<file path="config.mk">
export PLATFORM = sky130hd
export DESIGN_NAME = game_timer
export DESIGN_NICKNAME = d
export VERILOG_FILES = /design/src/rtl/game_pkg.sv /design/src/rtl/bcd_to_hex7.sv /design/src/rtl/game_timer.sv
export SDC_FILE = /design/constraint.sdc
export NUM_CORES = 1
export LEC_CHECK = 0
export CAP_MARGIN = 20
export CELL_PAD_IN_SITES_DETAIL_PLACEMENT = 1
export CELL_PAD_IN_SITES_GLOBAL_PLACEMENT = 2
export CORE_UTILIZATION = 32
export DETAILED_ROUTE_END_ITERATION = 12
export PLACE_DENSITY_LB_ADDON = 0.1
export SLEW_MARGIN = 40
export SYNTH_ARGS = -nofsm -noshare
export SYNTH_HDL_FRONTEND = slang
export SYNTH_SLANG_ARGS = --single-unit
</file>
<file path="constraint.sdc">
create_clock -name CLOCK_50 -period 7.2 [get_ports CLOCK_50]
set_input_delay 2.16 -clock CLOCK_50 [delete_from_list [all_inputs] [get_ports CLOCK_50]]
set_output_delay 2.16 -clock CLOCK_50 [all_outputs]
set_load 0.02 [all_outputs]
</file>
<file path="src/rtl/game_pkg.sv">
// Shared types and widths for the game round timer and its displays.
package game_pkg;

  typedef enum logic [1:0] {
    IDLE    = 2'd0,
    RUN     = 2'd1,
    PAUSE   = 2'd2,
    EXPIRED = 2'd3
  } state_t;

  localparam int BCD_W = 4;
  localparam int SEG_W = 7;

endpackage

</file>
<file path="src/rtl/bcd_to_hex7.sv">
// BCD digit to active-low seven-segment pattern (gfedcba); non-BCD codes blank the digit.
module bcd_to_hex7
  import game_pkg::*;
(
  input  logic [BCD_W-1:0] bcd,
  output logic [SEG_W-1:0] seg
);

  always_comb begin
    seg = 7'h7F;
    case (bcd)
      4'd0: seg = 7'h40;
      4'd1: seg = 7'h79;
      4'd2: seg = 7'h24;
      4'd3: seg = 7'h30;
      4'd4: seg = 7'h19;
      4'd5: seg = 7'h12;
      4'd6: seg = 7'h02;
      4'd7: seg = 7'h78;
      4'd8: seg = 7'h00;
      4'd9: seg = 7'h10;
      default: seg = 7'h7F;
    endcase
  end

endmodule

</file>
<file path="src/rtl/game_timer.sv">
// Two-digit BCD round countdown driven by the 1 s tick, with pause, restart and a time-up pulse.
module game_timer
  import game_pkg::*;
#(
  parameter int START_TENS = 6,
  parameter int START_ONES = 0
) (
  input  logic             CLOCK_50,
  input  logic             reset,
  input  logic             tick,
  input  logic             start,
  input  logic             pause,
  output logic             slow_enable,
  output logic [BCD_W-1:0] tens,
  output logic [BCD_W-1:0] ones,
  output logic [SEG_W-1:0] HEX1,
  output logic [SEG_W-1:0] HEX0,
  output logic             running,
  output logic             expired,
  output logic             time_up
);

  localparam logic [BCD_W-1:0] START_T = BCD_W'(START_TENS);
  localparam logic [BCD_W-1:0] START_O = BCD_W'(START_ONES);
  localparam bit START_ZERO = (START_TENS == 0) && (START_ONES == 0);

  state_t           state_reg;
  logic [BCD_W-1:0] tens_reg;
  logic [BCD_W-1:0] ones_reg;
  logic             tick_q_reg;
  logic             time_up_reg;
  logic             tick_rise;

  assign tick_rise = tick & ~tick_q_reg;

  always_ff @(posedge CLOCK_50) begin
    if (!reset) begin
      state_reg   <= IDLE;
      tens_reg    <= START_T;
      ones_reg    <= START_O;
      tick_q_reg  <= 1'b1;
      time_up_reg <= 1'b0;
    end else begin
      tick_q_reg  <= tick;
      time_up_reg <= 1'b0;
      if (start) begin
        tens_reg <= START_T;
        ones_reg <= START_O;
        // A 00 start value has nothing to count: expire at once, pulsing only on entry.
        if (START_ZERO) begin
          state_reg   <= EXPIRED;
          time_up_reg <= (state_reg != EXPIRED);
        end else begin
          state_reg <= RUN;
        end
      end else begin
        case (state_reg)
          RUN: begin
            if (pause) begin
              state_reg <= PAUSE;
            end else if (tick_rise) begin
              if (ones_reg != 4'd0) begin
                ones_reg <= ones_reg - 4'd1;
                if (tens_reg == 4'd0 && ones_reg == 4'd1) begin
                  state_reg   <= EXPIRED;
                  time_up_reg <= 1'b1;
                end
              end else if (tens_reg != 4'd0) begin
                ones_reg <= 4'd9;
                tens_reg <= tens_reg - 4'd1;
              end
            end
          end
          PAUSE: begin
            if (!pause) state_reg <= RUN;
          end
          default: ;
        endcase
      end
    end
  end

  assign tens        = tens_reg;
  assign ones        = ones_reg;
  assign time_up     = time_up_reg;
  assign running     = (state_reg == RUN);
  assign expired     = (state_reg == EXPIRED);
  assign slow_enable = running;

  logic [BCD_W-1:0] digit [2];
  logic [SEG_W-1:0] seg   [2];

  assign digit[0] = ones_reg;
  assign digit[1] = tens_reg;

  generate
    for (genvar gi = 0; gi < 2; gi++) begin : g_dec
      bcd_to_hex7 u_dec (
        .bcd (digit[gi]),
        .seg (seg[gi])
      );
    end
  endgenerate

  assign HEX0 = seg[0];
  assign HEX1 = seg[1];

endmodule

</file>
==> results of run 1 <==
how the worst max path moves through the flow:
stage	from	end
floorplan	pause	g_dec[0].u_dec.seg[5]
global placement	tick	g_dec[0].u_dec.seg[5]
detailed placement	tick	g_dec[0].u_dec.seg[5]
CTS	tick	g_dec[0].u_dec.seg[5]
global route	tick	g_dec[0].u_dec.seg[5]
finish	tick	g_dec[0].u_dec.seg[5]
layout by cell type, fill, tap and decap left out, types with 4 or more instances in the layout:
cell type,Yosys,routed
sky130_fd_sc_hd__a21oi_1,12,12
sky130_fd_sc_hd__clkdlybuf4s50_1,0,30
sky130_fd_sc_hd__dfxtp_1,26,26
sky130_fd_sc_hd__ha_1,13,13
sky130_fd_sc_hd__inv_1,15,15
sky130_fd_sc_hd__mux2i_1,8,8
sky130_fd_sc_hd__nand2_1,4,4
sky130_fd_sc_hd__nor2_1,7,7
sky130_fd_sc_hd__nor3_1,6,6
metal layers:
| layer | global-route usage, % | part of all wire (%) | up-vias |
|---|---|---|---|
| li1 | - | - | 607 |
| met1 | 20.1 | 47 | 593 |
| met5 | 0 | 0 | - |
| met2 | 31.0 | 49 | 20 |
| met3 | 4.11 | 3.5 | 2 |
| met4 | 2.34 | 0.50 | 0 |
worst max-delay path, stage by stage:
cell,delay [ps]
sky130_fd_sc_hd__clkdlybuf4s50_1,530
sky130_fd_sc_hd__nand4bb_1,200
sky130_fd_sc_hd__or3_1,420
sky130_fd_sc_hd__o32ai_1,630
sky130_fd_sc_hd__inv_1,200
sky130_fd_sc_hd__ha_1,270
sky130_fd_sc_hd__mux2_2,260
sky130_fd_sc_hd__a21oi_1,140
cell families (layout without fill, tap and decap cells):
group                      Yosys count  count (layout)  share of synthesized area, %
buffers and inverters               22              49                          7.04
DFF                                 26              26                          36.6
and+or+nand+nor                     50              50                          21.7
muxes                               10              10                          7.22
adders and majority gates           14              14                          12.1
AOI/OAI and AO/OA                   30              30                          14.0
xor gates and xnor gates             2               2                          1.23
area by class of cell:
type / instances / area, um2
clock buffer: 3 / 41.3
fill: 498 / 2350
inverter: 16 / 65.1
multi-input combinational: 106 / 807
sequential: 26 / 520
tap: 50 / 62.6
timing repair buffer: 30 / 300
power groups by stage:
stage	Combinational (mW)	Clock [mW]	Sequential, mW
CTS	0.0176	0.0872	0.147
floorplan	0.00993	0	0.150
global route	0.0192	0.0936	0.147
detailed placement	0.0175	0	0.150
global placement	0.0171	0	0.150
finish	0.0175	0.0836	0.147
stage by stage:
stage / instances / setup WS (ps) / hold slack [ps] / area [um2] / utilization, %
3_3_place_gp: 228 / 2450 / 543 / 1750 / 42.2
5_1_grt: 231 / 2390 / 604 / 1800 / 43.4
2_1_floorplan: 154 / 3160 / 528 / 1420 / -
3_5_place_dp: 228 / 2340 / 537 / 1750 / 42.2
6_report: 231 / 2570 / 568 / 1800 / 43.4
4_1_cts: 231 / 2600 / 559 / 1790 / 43.2
==> qor.tcl, run 1 <==
set qor(timing.critical_path.arrival_ps) 4830
set qor(synth_commonest_cells) {26 x sky130_fd_sc_hd__dfxtp_1, 15 x sky130_fd_sc_hd__inv_1, 13 x sky130_fd_sc_hd__ha_1}
set qor(seq_power_share_pct) 59.2
set qor(fp-row-count) 23
set qor(finalSetupTns_ps) 0
set qor(p_switching_mw) 0.0570
set qor(yosys-top-cells-area) {sky130_fd_sc_hd__dfxtp_1 37%, sky130_fd_sc_hd__ha_1 11%, sky130_fd_sc_hd__mux2i_1 5.6%, sky130_fd_sc_hd__a21oi_1 4.2%, sky130_fd_sc_hd__inv_1 4.0%}
set qor(grt_antenna_before_repair) 0
set qor(holdPathEnd) {ones[1]}
set qor(via_count) 1222
set qor(ant_nets) 0
set qor(detailed_place_hpwl_um) 2580
set qor(count_of_endpoints_failing_hold_in_the_final_timing_report) 0
set qor(fp.dieArea_um2) 4710
set qor(swShare_pct) 23.0
set qor(number_of_diodes_added_for_antenna_fixing) 0
set qor(peakVddDrop_v) 0.0000925
set qor(unrepaired_setup_endpoints_after_global_routing) {false}
set qor(p_leak_nw) 0.670
set qor(gp_congestion) 0.793
set qor(cts_setup_buffers) 0
set qor(worst_hold_path_type) {register to register}
set qor(worst_skew_pair.late_latency_ps) 270
set qor(ys_ff_latch) 26
set qor(drc) 0
set qor(largest_register_ffs) 14
set qor(tritoncts_buffer_count) 3
set qor(clk_path_buf_depth) 2
set qor(hold_path_startpoint) {ones[1]}
set qor(clock-skew-final_ps) 7.75
set qor(synth_top_area_share_pct) 36.6
set qor(worstSetupPathType) {input pin to register}
set qor(io_buffers) 30
set qor(drtIter0Drc) 23
set qor(crit_fanout) 6
set qor(cts_sinks) 26
set qor(yosysSeqAreaShare_pct) 36.6
set qor(synthesis.instances) 154
set qor(period_share_pct) 64.3
set qor(io_pins) 31
set qor(synth_fp_nets) 172
set qor(overflow_left_after_global_routing) 0
set qor(holdPathStages) 2
set qor(drtPass1Iterations) 4
set qor(postCtsResizedCells) 0
set qor(finalCriticalPeriod_ps) 4630
set qor(avgViaCountPerCell) 5.29
set qor(worstSetupEndpointType) {register}
set qor(post_route_cells_drive_above_1_share_pct) 5.52
set qor(report.final.setup_viol) 0
set qor(critical_path_required_ps) 7400
set qor(crit_path_start_kind) {input pin}
set qor(path_clk_slew_ps) 90
set qor(die_height_um) 68.6
set qor(grt_pass1_wl_um) 5890
set qor(clock_tree_from_tritoncts) {built}
set qor(max_freq_ghz) 0.216
set qor(timing.rr.start) {tens[0]}
set qor(netlist-cell-type-count) 44
set qor(synthMostInstantiatedCell) {sky130_fd_sc_hd__dfxtp_1}
set qor(power.combinational.fraction_pct) 7.1
set qor(synth.yosys.warnings) 0
set qor(hold_buffers) 0
set qor(synth_enable_flop_cells) 0
set qor(drt-wirelength-per-cell_um) 14.8
set qor(worst_slew_margin_rel_pct) 47.7
set qor(worst_pin_slew_ps) 762
set qor(clock_power_share_pct) 33.7
set qor(dieWidth_um) 68.6
set qor(status) {finished clean}
set qor(p_int_mw) 0.191
set qor(synth_area_per_cell_um2) 9.23
set qor(initial_utilization_pct) 34.3
set qor(grt.total_usage_pct) 16.9
set qor(synth_flop_cell) {sky130_fd_sc_hd__dfxtp_1}
set qor(nNetsFinal) 201
set qor(synth-async-reset-ratio_pct) 0
set qor(htree_levels) 1
set qor(first_global_vias) 1264
set qor(power.density_nw_per_um2) 138
set qor(pin_count_of_the_biggest_net_entering_global_routing) 14
set qor(area_delta_synth_final_pct) 26.4
set qor(netlist.top_cell.by_area) {sky130_fd_sc_hd__dfxtp_1}
set qor(finalMaxSlewViolations) 0
set qor(report.power.total_mw) 0.248
set qor(timing.reg2reg.setup_slack_ps) 4230
set qor(netlist_area_um2) 1420
set qor(worst_r2r_path_depth) 9
set qor(cap_viol_max_count) 0
set qor(clk_root_buffer_cell) {sky130_fd_sc_hd__clkbuf_8}
set qor(routed_wirelength_um) 3420
set qor(crit-reg2reg-capture) {g_dec[0].u_dec.seg[5]}
set qor(core_region_area_um2) 4140
(Power assumes the default switching activity.)
==> inputs of run 2 (changes only) <==
CORE_UTILIZATION = 30   (was 32)
clock period = 4.3 ns   (was 7.2 ns; I/O delays follow)
==> run 2 against run 1 <==
Power increased by 94%. Die area grew 6.5%. Sequential power is 67% higher. Critical path depth up 1. Non-clock buffer count up 5. Routed wire length grew 6.0%. Flip-flop and latch count stayed put.
==> qor.tcl, run 2 (synthesis gave the netlist of run 1 again) <==
set qor(status) {finished clean}
set qor(worst_skew_pair.late_latency_ps) 270 ;# about the same
set qor(crit-reg2reg-capture) {g_dec[0].u_dec.seg[5]}
set qor(hold_path_startpoint) {ones[1]}
set qor(timing.rr.start) {tens[0]}
set qor(postCtsResizedCells) 0 ;# unchanged
set qor(finalMaxSlewViolations) 0 ;# unchanged
set qor(peakVddDrop_v) 0.000148 ;# +60%
set qor(htree_levels) 1 ;# unchanged
set qor(io_buffers) 30 ;# unchanged
set qor(drtIter0Drc) 40 ;# +74%
set qor(post_route_cells_drive_above_1_share_pct) 8.02 ;# +2.5 points
set qor(clock_tree_from_tritoncts) {built}
set qor(grt.total_usage_pct) 15.3 ;# -1.6 points
set qor(finalCriticalPeriod_ps) 3490
set qor(holdPathEnd) {ones[1]}
set qor(timing.reg2reg.setup_slack_ps) 1640 ;# -2590 ps
set qor(final.setup.worst_slack_ps) 807 ;# -1760 ps
set qor(period_share_pct) 81.2
set qor(number_of_diodes_added_for_antenna_fixing) 0 ;# unchanged
set qor(first_global_vias) 1312 ;# +3.8%
set qor(io_pins) 31 ;# unchanged
set qor(ant_nets) 0 ;# unchanged
set qor(dieWidth_um) 70.8 ;# +3.2%
set qor(gp_congestion) 0.744 ;# -6.1%
set qor(worst_pin_slew_ps) 669 ;# -93.0 ps
set qor(critical_path_required_ps) 4450 ;# -2950 ps
set qor(routed_wirelength_um) 3620 ;# +6.0%
set qor(crit_path_start_kind) {input pin}
set qor(clk_path_buf_depth) 2 ;# unchanged
set qor(drtPass1Iterations) 6 ;# +2
set qor(p_leak_nw) 0.708 ;# +5.6%
set qor(dpl_worst_slack_ps) 518 ;# -1820 ps
set qor(worst_hold_path_type) {register to register}
set qor(layout_commonest_cell) {sky130_fd_sc_hd__clkdlybuf4s50_1}
set qor(drt-wirelength-per-cell_um) 15.2 ;# +2.4%
set qor(avgViaCountPerCell) 5.01 ;# -5.2%
set qor(tritoncts_buffer_count) 3 ;# unchanged
set qor(grt.met1_usage_pct) 20.2 ;# +0.039 points
set qor(hold-worst-slack_ps) 569 ;# +1.11 ps
set qor(max_freq_ghz) 0.286
set qor(path_clk_slew_ps) 100 ;# about the same
set qor(cap_viol_max_count) 0 ;# unchanged
set qor(timing.critical_path.arrival_ps) 3640 ;# -1190 ps
set qor(fp.dieArea_um2) 5020 ;# +6.5%
set qor(final_cell_mix) {30 x sky130_fd_sc_hd__clkdlybuf4s50_1, 26 x sky130_fd_sc_hd__dfxtp_1, 15 x sky130_fd_sc_hd__inv_1}
set qor(worstSetupPathType) {input pin to register}
set qor(clk_root_buffer_cell) {sky130_fd_sc_hd__clkbuf_8}
set qor(top_usage_layer) {met2}
set qor(report.final.setup_viol) 0 ;# unchanged
set qor(overflow_left_after_global_routing) 0 ;# unchanged
set qor(core_region_area_um2) 4440 ;# +7.2%
set qor(initial_utilization_pct) 32.0 ;# -2.3 points
set qor(unrepaired_setup_endpoints_after_global_routing) {false}
set qor(fp-row-count) 24 ;# +4.3%
set qor(drc) 0 ;# unchanged
set qor(clock-skew-final_ps) 8.77 ;# +1.03 ps
set qor(grt_antenna_before_repair) 0 ;# unchanged
set qor(worst_slew_margin_rel_pct) 55.1 ;# +7.4 points
set qor(worst_r2r_path_depth) 11 ;# +2
set qor(worstSetupEndpointType) {register}
set qor(hold_buffers) 0 ;# unchanged
set qor(pin_count_of_the_biggest_net_entering_global_routing) 16 ;# +2
set qor(grt_use_met2_pct) 26.1 ;# -4.9 points
set qor(globalRouteMet3Util_pct) 2.14 ;# -2.0 points
set qor(nNetsFinal) 206 ;# +2.5%
set qor(finalSetupTns_ps) 0 ;# unchanged
set qor(largest_register_ffs) 14 ;# unchanged
set qor(count_of_endpoints_failing_hold_in_the_final_timing_report) 0 ;# unchanged
set qor(cts_setup_buffers) 0 ;# unchanged
set qor(cts_sinks) 26 ;# unchanged
set qor(power.density_nw_per_um2) 258 ;# +87%
set qor(via_count) 1198 ;# -2.0%
set qor(die_height_um) 70.8 ;# +3.2%
set qor(grt_pass1_wl_um) 6110 ;# +3.8%
set qor(area_delta_synth_final_pct) 30.9
set qor(crit_fanout) 9 ;# +3
set qor(detailed_place_hpwl_um) 2800 ;# +8.6%
set qor(holdPathStages) 2 ;# unchanged
## run 2: cell types whose count changed in the layout (fill, tap and decap cells not counted)
cell / delta
sky130_fd_sc_hd__buf_4: +5
sky130_fd_sc_hd__bufinv_16: +1
sky130_fd_sc_hd__o221ai_1: +1
sky130_fd_sc_hd__o221ai_2: -1
## run 2: cell type report
class,instances,area (um2)
clock buffer,3,41.3
tap,52,65.1
sequential,26,520
clock inverter,1,30.0
fill,526,2580
timing repair buffer,35,338
multi-input combinational,106,801
inverter,16,65.1
## run 2: where the power goes
part	total (mW)	switching [mW]	leakage, nW	internal [mW]
clock network	0.204	0.0797	0.0357	0.124
logic	0.0303	0.0162	0.462	0.0141
registers	0.246	0.00257	0.210	0.243
## run 2: worst max-delay path, cell delays in order
cell and delay (ps):
sky130_fd_sc_hd__clkdlybuf4s50_1 550, sky130_fd_sc_hd__nand4bb_1 380, sky130_fd_sc_hd__nor3_1 460, sky130_fd_sc_hd__xnor2_1 140, sky130_fd_sc_hd__nor2_1 190, sky130_fd_sc_hd__inv_1 110
sky130_fd_sc_hd__ha_1 290, sky130_fd_sc_hd__mux2i_1 130, sky130_fd_sc_hd__a21oi_1 80
## run 2: worst max-delay path by stage
stage	start	slack, ps	end
after floorplan	pause	1130	g_dec[0].u_dec.seg[5]
after global placement	pause	610	g_dec[1].u_dec.seg[3]
after detailed placement	pause	520	g_dec[1].u_dec.seg[3]
after CTS	pause	810	g_dec[1].u_dec.seg[3]
after global routing	pause	570	g_dec[1].u_dec.seg[3]
final	pause	810	g_dec[1].u_dec.seg[3]
## run 2: routing by layer
metal	vias up	part of all wire (%)	wire [um]
met5	-	0	0
met4	0	0.52	19
li1	613	-	-
met1	564	49	1770
met2	19	48	1740
met3	2	2.6	94
## run 2: per-stage QoR
stage | instances | area [um2] | power (mW) | util [%]
6_report | 239 | 1860 | 0.480 | 41.9
2_1_floorplan | 154 | 1420 | 0.269 | -
5_1_grt | 239 | 1860 | 0.497 | 41.9
3_5_place_dp | 235 | 1790 | 0.282 | 40.3
3_3_place_gp | 235 | 1790 | 0.281 | 40.3
4_1_cts | 239 | 1860 | 0.489 | 41.9
==> inputs of run 3 (changes only) <==
clock period = 3.6 ns   (was 4.3 ns; I/O delays follow)
==> run 3 against run 2 <==
Global-route usage decreased by 0.24 points. Sequential share of layout area decreased by 0.44 points. Flip-flop and latch count unchanged. Register-to-register slack got worse by 640 ps. Clock power increased by 19%. Utilization increased by 0.68 points. Cell area increased by 1.6%. Critical endpoint is now g_dec[1].u_dec.seg[4].
==> qor.tcl, run 3 (synthesis gave the netlist of run 1 again) <==
set qor(layout.filler_cells) 506 ;# -3.8%
set qor(report.final.setup_viol) 0 ;# unchanged
set qor(p_int_mw) 0.458 ;# +20%
set qor(post_layout_nonfiller_instances) 243 ;# +1.7%
set qor(first_global_vias) 1292 ;# -1.5%
set qor(area_delta_synth_final_pct) 33.0
set qor(max_freq_ghz) 0.314
set qor(layout_commonest_cell) {sky130_fd_sc_hd__clkdlybuf4s50_1}
set qor(final.setup.worst_slack_ps) 417 ;# -391 ps
set qor(worst_slew_margin_rel_pct) 53.1 ;# -2.0 points
set qor(routed_wirelength_um) 3560 ;# -1.9%
set qor(grt_pass1_wl_um) 6080 ;# -0.46%
set qor(number_of_diodes_added_for_antenna_fixing) 0 ;# unchanged
set qor(clk_path_buf_depth) 2 ;# unchanged
set qor(finalMaxSlewViolations) 0 ;# unchanged
set qor(grt.total_usage_pct) 15.1 ;# -0.24 points
set qor(cts_setup_buffers) 0 ;# unchanged
set qor(io_buffers) 30 ;# unchanged
set qor(worst_skew_pair.late_latency_ps) 270 ;# about the same
set qor(drtIter0Drc) 57 ;# +43%
set qor(p_switching_mw) 0.117 ;# +18%
set qor(io_pins) 31 ;# unchanged
set qor(die_height_um) 70.8 ;# unchanged
set qor(post_route_cells_drive_above_1_share_pct) 9.95 ;# +1.9 points
set qor(worst_hold_path_type) {register to register}
set qor(critical_path_required_ps) 3790 ;# -660 ps
set qor(post_dp_cell_area_um2) 1820 ;# +1.7%
set qor(via_count) 1250 ;# +4.3%
set qor(power.density_nw_per_um2) 304 ;# +18%
set qor(final_cell_mix) {30 x sky130_fd_sc_hd__clkdlybuf4s50_1, 26 x sky130_fd_sc_hd__dfxtp_1, 15 x sky130_fd_sc_hd__inv_1}
set qor(regArea_um2) 520 ;# unchanged
set qor(gp_congestion) 0.794 ;# +6.7%
set qor(worstSetupEndpointType) {register}
set qor(count_of_endpoints_failing_hold_in_the_final_timing_report) 0 ;# unchanged
set qor(avgViaCountPerCell) 5.14 ;# +2.6%
set qor(path_clk_slew_ps) 90 ;# about the same
set qor(ant_nets) 0 ;# unchanged
set qor(unrepaired_setup_endpoints_after_global_routing) {false}
set qor(peakVddDrop_v) 0.000119 ;# -19%
set qor(cap_viol_max_count) 0 ;# unchanged
set qor(fp.dieArea_um2) 5020 ;# unchanged
set qor(seq_power_share_pct) 51.1 ;# about the same
set qor(hold_buffers) 0 ;# unchanged
set qor(cts_sinks) 26 ;# unchanged
set qor(clock-skew-final_ps) 1.54 ;# -7.24 ps
set qor(drc) 0 ;# unchanged
set qor(timing.critical_path.arrival_ps) 3380 ;# -260 ps
set qor(status) {finished clean}
set qor(pin_count_of_the_biggest_net_entering_global_routing) 16 ;# unchanged
set qor(drt-wirelength-per-cell_um) 14.6 ;# -3.5%
set qor(swShare_pct) 20.3 ;# -0.20 points
set qor(postCtsResizedCells) 0 ;# unchanged
set qor(core_region_area_um2) 4440 ;# unchanged
set qor(grt_antenna_before_repair) 0 ;# unchanged
set qor(post-place-cells) 239 ;# +1.7%
set qor(finalInstanceArea_um2) 1890 ;# +1.6%
set qor(crit_path_start_kind) {input pin}
set qor(crit_fanout) 6 ;# -3
set qor(initial_utilization_pct) 32.0 ;# unchanged
set qor(worst_pin_slew_ps) 698 ;# +29.2 ps
set qor(htree_levels) 1 ;# unchanged
set qor(finalSetupTns_ps) 0 ;# unchanged
set qor(clock_tree_from_tritoncts) {built}
set qor(p_leak_nw) 0.728 ;# +2.9%
set qor(nNetsFinal) 210 ;# +1.9%
set qor(tritoncts_buffer_count) 3 ;# unchanged
set qor(overflow_left_after_global_routing) 0 ;# unchanged
set qor(worstSetupPathType) {input pin to register}
set qor(clk_root_buffer_cell) {sky130_fd_sc_hd__clkbuf_8}
set qor(period_share_pct) 88.4
set qor(drtPass1Iterations) 6 ;# unchanged
set qor(fp-row-count) 24 ;# unchanged
set qor(finalCriticalPeriod_ps) 3180
set qor(dieWidth_um) 70.8 ;# unchanged
set qor(footprint_of_the_multi_input_gates_um2) 801 ;# unchanged
set qor(report.power.total_mw) 0.574 ;# +20%
set qor(power.combinational.fraction_pct) 6.8 ;# +0.5 points
set qor(dpl_worst_slack_ps) 126 ;# -392 ps
set qor(largest_register_ffs) 14 ;# unchanged
set qor(clock_power_share_pct) 42.2 ;# -0.3 points
set qor(detailed_place_hpwl_um) 2810 ;# +0.25%
==> run 3: cell types whose count changed in the layout (fill, tap and decap cells not counted) <==
cell	previous run	this run
sky130_fd_sc_hd__buf_4	5	9
==> run 3: worst max-delay path, stage by stage <==
cell and delay, ps:
sky130_fd_sc_hd__clkdlybuf4s50_1 520, sky130_fd_sc_hd__nand4bb_1 270, sky130_fd_sc_hd__nor4_1 520, sky130_fd_sc_hd__nand3b_1 340, sky130_fd_sc_hd__inv_1 140, sky130_fd_sc_hd__ha_1 230
sky130_fd_sc_hd__and3_1 140, sky130_fd_sc_hd__o221ai_1 130
==> run 3: metal layers <==
metal	GRT usage, %	part of all wire, %	vias to the layer above
met2	26.0	49	20
met1	19.7	48	604
met4	4.00	0.96	0
li1	-	-	622
met3	2.14	2.0	4
met5	0	0	-
==> run 3: worst paths after layout <==
check	from	endpoint	slack [ps]	depth (start not counted)
setup / recovery	tick	g_dec[1].u_dec.seg[4]	420	8
hold / removal	ones[1]	ones[1]	560	2
setup reg to reg	ones[0]	g_dec[1].u_dec.seg[4]	1000	9
hold reg to reg	ones[1]	ones[1]	560	2
==> run 3: area by class of cell <==
cell class / instances / share of cell area [%]
timing repair buffer: 39 / 19.5
sequential: 26 / 27.5
multi-input combinational: 106 / 42.4
tap: 52 / 3.44
inverter: 16 / 3.44
clock buffer: 3 / 2.18
clock inverter: 1 / 1.59
==> run 3: power groups by stage <==
stage | sequential, mW | combinational [mW] | clock (mW)
finish | 0.293 | 0.0388 | 0.242
global route | 0.294 | 0.0418 | 0.264
CTS | 0.293 | 0.0388 | 0.253
detailed placement | 0.300 | 0.0386 | 0
global placement | 0.300 | 0.0384 | 0
floorplan | 0.301 | 0.0199 | 0
==> run 3: metrics by stage <==
step	hold slack [ps]	utilization, %
6_report	557	42.5
2_1_floorplan	528	-
3_3_place_gp	537	40.9
3_5_place_dp	549	40.9
4_1_cts	563	42.5
5_1_grt	598	42.5
